`config.mk`:
```
export PLATFORM = sky130hd
export DESIGN_NAME = rx_bit_serializer_flat
export DESIGN_NICKNAME = d
export VERILOG_FILES = /design/src/rtl/rx_bit_serializer_if.sv /design/src/rtl/rx_bit_serializer.sv /design/src/flat_wrapper.sv
export SDC_FILE = /design/constraint.sdc
export NUM_CORES = 1
export LEC_CHECK = 0
export BUFFER_PORTS_ARGS = -buffer_cell sky130_fd_sc_hd__buf_2
export CAP_MARGIN = 20
export CORE_MARGIN = 2
export CORE_UTILIZATION = 30
export DETAILED_ROUTE_END_ITERATION = 10
export SYNTH_ARGS = -nofsm -noshare
export SYNTH_HDL_FRONTEND = slang
export SYNTH_SLANG_ARGS = --single-unit
```
`constraint.sdc`:
```
create_clock -name clk -period 2.62 [get_ports clk]
set_input_delay 0.262 -clock clk [delete_from_list [all_inputs] [get_ports clk]]
set_output_delay 0.262 -clock clk [all_outputs]
set_load 0.05 [all_outputs]
```
`src/rtl/rx_bit_serializer_if.sv`:
```
// Byte-in / bit-out bundle between the UART receive stage, the serializer and the turbo encoder.
interface rx_bit_serializer_if;
  logic [7:0] byte_in;
  logic       byte_valid;
  logic       bit_out;
  logic       bit_valid;
  logic       bit_ready;
  logic       sob;
  logic       eob;
  logic       fifo_full;
  logic       overflow;

  modport master (
    output byte_in, byte_valid, bit_ready,
    input  bit_out, bit_valid, sob, eob, fifo_full, overflow
  );

  modport slave (
    input  byte_in, byte_valid, bit_ready,
    output bit_out, bit_valid, sob, eob, fifo_full, overflow
  );
endinterface

```
`src/rtl/rx_bit_serializer.sv`:
```
// Byte FIFO feeding an LSB-first bit serializer with block start/end markers.
// Optional macro RX_ZERO_FILTER_EN: discard 8'h00 bytes at the input.
module rx_bit_serializer #(
  parameter int unsigned DEPTH       = 8,
  parameter int unsigned BLOCK_BYTES = 4
) (
  input  logic                clk,
  input  logic                reset,
  rx_bit_serializer_if.slave  bus
);

  localparam int unsigned PTR_W = $clog2(DEPTH);
  localparam int unsigned CNT_W = PTR_W + 1;
  localparam logic [CNT_W-1:0] FULL_CNT  = CNT_W'(DEPTH);
  localparam logic [7:0]       LAST_BYTE = 8'(BLOCK_BYTES - 1);

  typedef enum logic [1:0] {
    IDLE,
    LOAD,
    SHIFT
  } state_e;

  logic [7:0]       mem_q [DEPTH];
  logic [PTR_W-1:0] wr_ptr_q, wr_ptr_d;
  logic [PTR_W-1:0] rd_ptr_q, rd_ptr_d;
  logic [CNT_W-1:0] count_q, count_d;
  logic             overflow_q, overflow_d;
  state_e           state_q, state_d;
  logic [7:0]       shreg_q, shreg_d;
  logic [2:0]       bit_cnt_q, bit_cnt_d;
  logic [7:0]       blk_cnt_q, blk_cnt_d;

  logic accept;
  logic push;
  logic pop;
  logic fifo_empty;
  logic fifo_full;

  always_comb begin
`ifdef RX_ZERO_FILTER_EN
    accept = bus.byte_valid && (bus.byte_in != 8'h00);
`else
    accept = bus.byte_valid;
`endif
  end

  assign fifo_empty = (count_q == '0);
  assign fifo_full  = (count_q == FULL_CNT);
  // A pop in the same cycle never frees room for a byte arriving while full.
  assign push       = accept && !fifo_full;

  always_comb begin
    wr_ptr_d   = wr_ptr_q;
    rd_ptr_d   = rd_ptr_q;
    count_d    = count_q;
    overflow_d = overflow_q || (accept && fifo_full);
    if (push) begin
      wr_ptr_d = wr_ptr_q + PTR_W'(1);
    end
    if (pop) begin
      rd_ptr_d = rd_ptr_q + PTR_W'(1);
    end
    case ({push, pop})
      2'b10:   count_d = count_q + CNT_W'(1);
      2'b01:   count_d = count_q - CNT_W'(1);
      default: count_d = count_q;
    endcase
  end

  always_comb begin
    state_d   = state_q;
    shreg_d   = shreg_q;
    bit_cnt_d = bit_cnt_q;
    blk_cnt_d = blk_cnt_q;
    pop       = 1'b0;
    case (state_q)
      IDLE: begin
        if (!fifo_empty) begin
          pop       = 1'b1;
          shreg_d   = mem_q[rd_ptr_q];
          bit_cnt_d = '0;
          state_d   = LOAD;
        end
      end
      LOAD: begin
        state_d = SHIFT;
      end
      SHIFT: begin
        if (bus.bit_ready) begin
          shreg_d   = {1'b0, shreg_q[7:1]};
          bit_cnt_d = bit_cnt_q + 3'd1;
          if (bit_cnt_q == 3'd7) begin
            blk_cnt_d = (blk_cnt_q == LAST_BYTE) ? '0 : blk_cnt_q + 8'd1;
            if (!fifo_empty) begin
              pop       = 1'b1;
              shreg_d   = mem_q[rd_ptr_q];
              bit_cnt_d = '0;
              state_d   = LOAD;
            end else begin
              state_d = IDLE;
            end
          end
        end
      end
      default: state_d = IDLE;
    endcase
  end

  // Storage carries no reset; only pointers and occupancy define its contents.
  always_ff @(posedge clk) begin
    if (push) begin
      mem_q[wr_ptr_q] <= bus.byte_in;
    end
  end

  always_ff @(posedge clk) begin
    if (reset) begin
      wr_ptr_q   <= '0;
      rd_ptr_q   <= '0;
      count_q    <= '0;
      overflow_q <= 1'b0;
      state_q    <= IDLE;
      shreg_q    <= '0;
      bit_cnt_q  <= '0;
      blk_cnt_q  <= '0;
    end else begin
      wr_ptr_q   <= wr_ptr_d;
      rd_ptr_q   <= rd_ptr_d;
      count_q    <= count_d;
      overflow_q <= overflow_d;
      state_q    <= state_d;
      shreg_q    <= shreg_d;
      bit_cnt_q  <= bit_cnt_d;
      blk_cnt_q  <= blk_cnt_d;
    end
  end

  assign bus.bit_valid = (state_q == SHIFT);
  assign bus.bit_out   = (state_q == SHIFT) && shreg_q[0];
  assign bus.sob       = (state_q == SHIFT) && (bit_cnt_q == 3'd0) && (blk_cnt_q == '0);
  assign bus.eob       = (state_q == SHIFT) && (bit_cnt_q == 3'd7) && (blk_cnt_q == LAST_BYTE);
  assign bus.fifo_full = fifo_full;
  assign bus.overflow  = overflow_q;

endmodule

```
`src/flat_wrapper.sv`:
```
// flat-port wrapper written by rule: the top's interface ports become plain ports
module rx_bit_serializer_flat 
#(
  parameter int unsigned DEPTH       = 8,
  parameter int unsigned BLOCK_BYTES = 4
)
  (clk, reset, bus_byte_in, bus_byte_valid, bus_bit_ready, bus_bit_out, bus_bit_valid, bus_sob, bus_eob, bus_fifo_full, bus_overflow);
  rx_bit_serializer_if bus_i ();
  input  logic clk;
  input  logic reset;
  input wire logic [$bits(bus_i.byte_in)-1:0] bus_byte_in;
  input wire logic [$bits(bus_i.byte_valid)-1:0] bus_byte_valid;
  input wire logic [$bits(bus_i.bit_ready)-1:0] bus_bit_ready;
  output wire logic [$bits(bus_i.bit_out)-1:0] bus_bit_out;
  output wire logic [$bits(bus_i.bit_valid)-1:0] bus_bit_valid;
  output wire logic [$bits(bus_i.sob)-1:0] bus_sob;
  output wire logic [$bits(bus_i.eob)-1:0] bus_eob;
  output wire logic [$bits(bus_i.fifo_full)-1:0] bus_fifo_full;
  output wire logic [$bits(bus_i.overflow)-1:0] bus_overflow;
  assign bus_i.byte_in = bus_byte_in;
  assign bus_i.byte_valid = bus_byte_valid;
  assign bus_i.bit_ready = bus_bit_ready;
  assign bus_bit_out = bus_i.bit_out;
  assign bus_bit_valid = bus_i.bit_valid;
  assign bus_sob = bus_i.sob;
  assign bus_eob = bus_i.eob;
  assign bus_fifo_full = bus_i.fifo_full;
  assign bus_overflow = bus_i.overflow;
  rx_bit_serializer #(.DEPTH(DEPTH), .BLOCK_BYTES(BLOCK_BYTES)) u_core (.clk(clk), .reset(reset), .bus(bus_i));
endmodule
```
* Word level (Yosys, flattened, before mapping)
Memory sizes are Yosys's and may differ from the RTL's. A register that Yosys moved wholly into a read port is not among the register bits.
Cells that the tools add are included.
** Storage, ports and cells
- Memory bits (writable) :: 64
- Memory bits (read-only) :: 0
- Memories kept :: 1
- Flip-flop bits (word level) :: 32
- Input bits :: 12
- Logic and storage cells :: 68
- Bits in latches :: 0
** Operators by class
- Equal/unequal tests :: 10
- $add $sub $neg :: 6
- Div/mod/pow operators :: 0
- Bitwise operators :: 0
- Multiplexer cells :: 25
- Order comparisons :: 0
- Reduce and logical (&&, ||, !) cells :: 18
- Multipliers :: 0
- Shift operators :: 0
** Memory list
- u_core.mem_q :: words 8, width 8, rd ports 1, clocked after Yosys merged registers in 1, write ports 1, line rx_bit_serializer.sv:23 : logic [7:0] mem_q [DEPTH];
** Operators with widths (number)
- 8-bit 2-to-1 mux :: 5
- 3-bit 2-to-1 mux :: 6
- 8-bit one-hot mux with 2 select lines :: 1
- 3-bit by 1-bit adder with 3-bit output, second input constant :: 3
- 3-bit AND reduction :: 3
- 8-bit by 1-bit adder with 8-bit output, second input constant :: 1
- 8-bit by 2-bit equality test with 1-bit output, second input constant :: 1
- 8-bit logical NOT :: 1
- 4-bit one-hot mux with 2 select lines :: 1
- 1-bit logical AND :: 7
- 1-bit 2-to-1 mux :: 6
- 2-bit 2-to-1 mux :: 3
- 2-bit one-hot mux with 3 select lines :: 1
- 3-bit one-hot mux with 2 select lines :: 1
- 4-bit by 1-bit adder with 4-bit output, second input constant :: 1
- 2-bit by 1-bit equality test with 1-bit output, second input constant :: 2
- 2-bit equality test, second input constant :: 2
- 4-bit equality test, second input constant :: 1
- 4-bit logical NOT :: 1
- 2-bit inequality test, second input constant :: 2
- 2-bit nonzero test :: 2
- 4-bit by 1-bit subtractor with 4-bit output, second input constant :: 1
- 3-bit equality test, second input constant :: 1
- 3-bit logical NOT :: 1
- other kinds (5) :: 5

* Logic depth before layout (Yosys ltp)
- Word-level depth :: 7
- Mapped depth :: 11

* Worst setup path after synthesis
Ideal clock, no wire load.
- Kind :: register to register
- From :: register u_core.bit_cnt_q[0]
- To :: register u_core.count_q[2]
- Data required time :: 2548 ps
- Stages on the path, launching flop included :: 12
- Path slack :: 75 ps
- Data arrival time :: 2473 ps
- Buffers on the path :: 0
- Cell sequence :: dfxtp_1 > ha_1 > ha_1 > nand2_1 > a211oi_2 > ha_1 > xor2_1 > ha_1 > a21oi_1 > xor2_1 > or3_1 > a21oi_1
** Between the ends
- Cells in the longest elaborated chain, start to end :: 6
- Elaborated cells between the ends (all ways) :: 8
- Classes of those cells :: eq/ne (3); mux (4); reduce/logical (1)
** Ends and longest elaborated chain
- start, declared :: line rx_bit_serializer.sv:30 : logic [2:0] bit_cnt_q, bit_cnt_d;
- start signal, assigned :: line rx_bit_serializer.sv:133 : bit_cnt_q <= bit_cnt_d;
- 3-bit equality test (*) :: line rx_bit_serializer.sv:92 : if (bit_cnt_q == 3'd7) begin
- 1-bit 2-to-1 mux (*) :: line rx_bit_serializer.sv:92
- 1-bit 2-to-1 mux (*) :: line rx_bit_serializer.sv:89 : if (bus.bit_ready) begin
- 1-bit one-hot mux with 2 select lines (*) :: line rx_bit_serializer.sv:76 : case (state_q)
- named net u_core.pop :: line rx_bit_serializer.sv:35 : logic pop;
- 2-bit by 1-bit equality test with 1-bit output / 2-bit equality test (equally long branches) :: line rx_bit_serializer.sv:63 : case ({push, pop})
- 4-bit one-hot mux with 2 select lines / 2-bit nonzero test (equally long branches)
- end signal, assigned :: line rx_bit_serializer.sv:129 : count_q <= count_d;
- end, declared :: line rx_bit_serializer.sv:26 : logic [CNT_W-1:0] count_q, count_d;
The timed path passes the listed nets; every way through them passes the cells marked *.
A chain may end at the register's enable or synchronous reset.

* Worst setup path in the final report
- From :: register u_core.count_q[3]
- To :: register u_core.count_q[2]
** Between the ends
- Cells in the longest elaborated chain, start to end :: 7
- Elaborated cells between the ends (all ways) :: 12
- Classes of those cells :: eq/ne (3); mux (5); reduce/logical (4)
** Ends and longest elaborated chain
- 4-bit logical NOT :: line rx_bit_serializer.sv:47 : assign fifo_empty = (count_q == '0);
- 1-bit 2-to-1 mux :: line rx_bit_serializer.sv:78, rx_bit_serializer.sv:94
- 1-bit 2-to-1 mux :: line rx_bit_serializer.sv:92
- 1-bit 2-to-1 mux :: line rx_bit_serializer.sv:89
- 1-bit one-hot mux with 2 select lines :: line rx_bit_serializer.sv:76
- 2-bit by 1-bit equality test with 1-bit output / 2-bit equality test (equally long branches) :: line rx_bit_serializer.sv:63
- 4-bit one-hot mux with 2 select lines / 2-bit nonzero test (equally long branches)
Parallel ways exist; a longest one is shown, timed or not.

==> flow_summary.json <==
{
  "grt_max_degree": 28,
  "dp_slack_ns": 0.2144,
  "power_density_nw_per_um2": 960.7,
  "clock-sinks": 99,
  "cp-end-kind": "flip-flop",
  "hold_viol": 0,
  "fin_util_pct": 35.44,
  "n_antenna_cell": 0,
  "grt_pass1_vias": 2415,
  "fmax_mhz": 416.0,
  "numPortBuffers": 17,
  "yosysMostFrequentCell": "edfxtp_1",
  "maxCapViolCount": 0,
  "cpLargestDelayFamily": "simple AND/OR/NAND/NOR gates",
  "wl_per_cell_um": 15.08,
  "fillerInstances": 1308,
  "synth_fp_nets": 321,
  "crit_chain": "or4b_4 > nand2_4 > ha_2 > xor2_1 > ha_1 > a21oi_1 > xor2_1 > or3_1 > a21oi_1",
  "die_x_um": 122.7,
  "wirelength_um": 7766,
  "ys_warn_count": 0,
  "ys_top_cells_by_area": "edfxtp_1 (45%), dfxtp_1 (17%), mux4_2 (4.8%)",
  "first_iter_violations": 121,
  "dp_hpwl_um": 4971,
  "drc": 0,
  "ys_ff_latch": 99,
  "finalSetupViolCount": 0,
  "post_dp_cell_area_um2": 4576,
  "max-vdd-ir-drop_mv": 0.5622,
  "critPathKind": "flip-flop to flip-flop",
  "yosys.area.top_type_share_pct": 45.44,
  "grt_usage_pct": 10.93,
  "max_stage_delay_ns": 0.53,
  "clk_pin_slew_worst_paths_ns": 0.08,
  "clock-root-buffer": "clkbuf_16",
  "async_flop_share_pct": 0,
  "period_share_pct": 91.74,
  "die_area_um2": 15060,
  "fin_worst_skew_ns": 0.009909,
  "core_area_um2": 13830,
  "ioPinCount": 18,
  "htree_levels": 3,
  "worstPathArrival_ns": 2.67,
  "syn_inst": 299,
  "start_util_pct": 30.59,
  "layout-drive-gt1-share_pct": 24.78,
  "firstDrtPassIters": 4,
  "synth_top_area_cell": "edfxtp_1",
  "grt-ovfl-total": 0,
  "clk_path_buf_depth": 2,
  "slew_headroom_pct": 58.79,
  "num-nets-final": 352,
  "num_vias": 2399,
  "total_power_uw": 4708,
  "synthFlopType": "edfxtp_1",
  "p_leak_uw": 0.001733,
  "startpoint_type": "flip-flop",
  "antenna_found_initial": 0,
  "worst_slack_ns": 0.2164,
  "hold_class": "primary input to flip-flop",
  "rsz0062_at_grt": "false",
  "ys_top_cells_by_count": "edfxtp_1 (64), dfxtp_1 (35), nor2_1 (33)",
  "synth_edf_count": 64,
  "slew_violations": 0,
  "multi_input_area_um2": 1496,
  "tightestPinTransition_ns": 0.6169,
  "grt_pass1_wl_um": 12430,
  "cpMaxStageDelayCell": "or4b_4",
  "synth.avg_cell_area_um2": 14.14,
  "viasPerCell": 4.658,
  "path_buf_inv": 0,
  "status": "complete, no violations",
  "layout-area-overhead-vs-synth_pct": 15.89,
  "ant_nets": 0,
  "die_height_um": 122.7,
  "synth_cell_types": 43,
  "cts_made_buffers": 9,
  "synth_area_um2": 4229,
  "critical_path.max_fanout": 8,
  "regArea_um2": 2623,
  "clk_latency_ns": 0.34,
  "setup-tns-final_ns": 0,
  "tritoncts": "built",
  "yosysSeqAreaShare_pct": 62.01,
  "cp.required_ns": 2.89,
  "fp-row-count": 43,
  "period_needed_ns": 2.404,
  "fin_area_um2": 4901,
  "gp_congestion": 0.7853
}
[layout make-up]
cell class,count,share of cell area (%)
Timing Repair Buffer,34,4.340
Tap cell,180,4.595
Clock inverter,7,1.813
Sequential cell,99,53.51
Multi-Input combinational cell,178,30.53
Clock buffer,9,4.595
Inverter,8,0.6127
[final timing paths]
path | startpoint | end | slack [ns] | depth (start not counted)
setup reg to reg | u_core.count_q[3] | u_core.count_q[2] | 0.22 | 9
hold / removal | bus_byte_in[2] | u_core.mem_q[0][2] | 0.18 | 1
hold reg to reg | u_core.shreg_q[4] | u_core.shreg_q[4] | 0.46 | 2
setup / recovery | u_core.count_q[3] | u_core.count_q[2] | 0.22 | 9
[metrics by stage]
stage,instances,hold WS (ns)
4_1_cts,515,0.1707
3_5_place_dp,499,0.4587
3_3_place_gp,499,0.4482
5_1_grt,515,0.1836
6_report,515,0.1836
2_1_floorplan,299,0.3609
[power by group]
part           internal, uW  leakage, uW  switching, uW
clock                   687     0.000152            631
combinational           641     0.000713            776
sequential             1830     0.000867            141
[cells by family after synthesis]
group,synth area share [%]
buffers and inverters,3.017
DFF,62.01
adders and majority gates,2.959
AOI/OAI and AO/OA,6.242
and+or+nand+nor,10.83
xor gates and xnor gates,2.692
muxes,12.25
[per-layer routing]
metal  wire length [um]  vias to the layer above  GRT usage [%]
met5                  0                        -              0
met1               3668                     1177          14.80
li1                   -                     1180              -
met4                 19                        0          2.802
met3                346                        2          2.974
met2               3732                       40          17.37
[cells in the final DEF (no fill, tap or decap), types with 8 or more instances in the layout]
| cell type | synthesis | final |
|---|---|---|
| edfxtp_1 | 64 | 64 |
| nor2_1 | 33 | 33 |
| buf_4 | 0 | 17 |
| mux4_2 | 9 | 9 |
| dfxtp_1 | 35 | 35 |
| mux2_2 | 9 | 9 |
| nand2_1 | 18 | 18 |
| ha_1 | 10 | 9 |
| buf_2 | 5 | 17 |
| inv_1 | 8 | 8 |
| clkbuf_16 | 0 | 9 |
| a21oi_1 | 17 | 17 |
[state kept, by name, summed over array words and instances (netlist names), named ones only]
signal	count
u_core.bit_cnt_q	3
u_core.count_q	4
u_core.mem_q	64
u_core.bus.overflow	1
u_core.shreg_q	8
u_core.state_q	2
u_core.wr_ptr_q	3
u_core.blk_cnt_q	8
u_core.rd_ptr_q	3
[what timing repair did]
| action | CTS | global route |
|---|---|---|
| hold buffers | 0 | 0 |
| setup endpoints to repair | 0 | 1 |
| setup buffers | 0 | 0 |
| resized for setup | 0 | 3 |
Power figures use the tool's default switching activity.
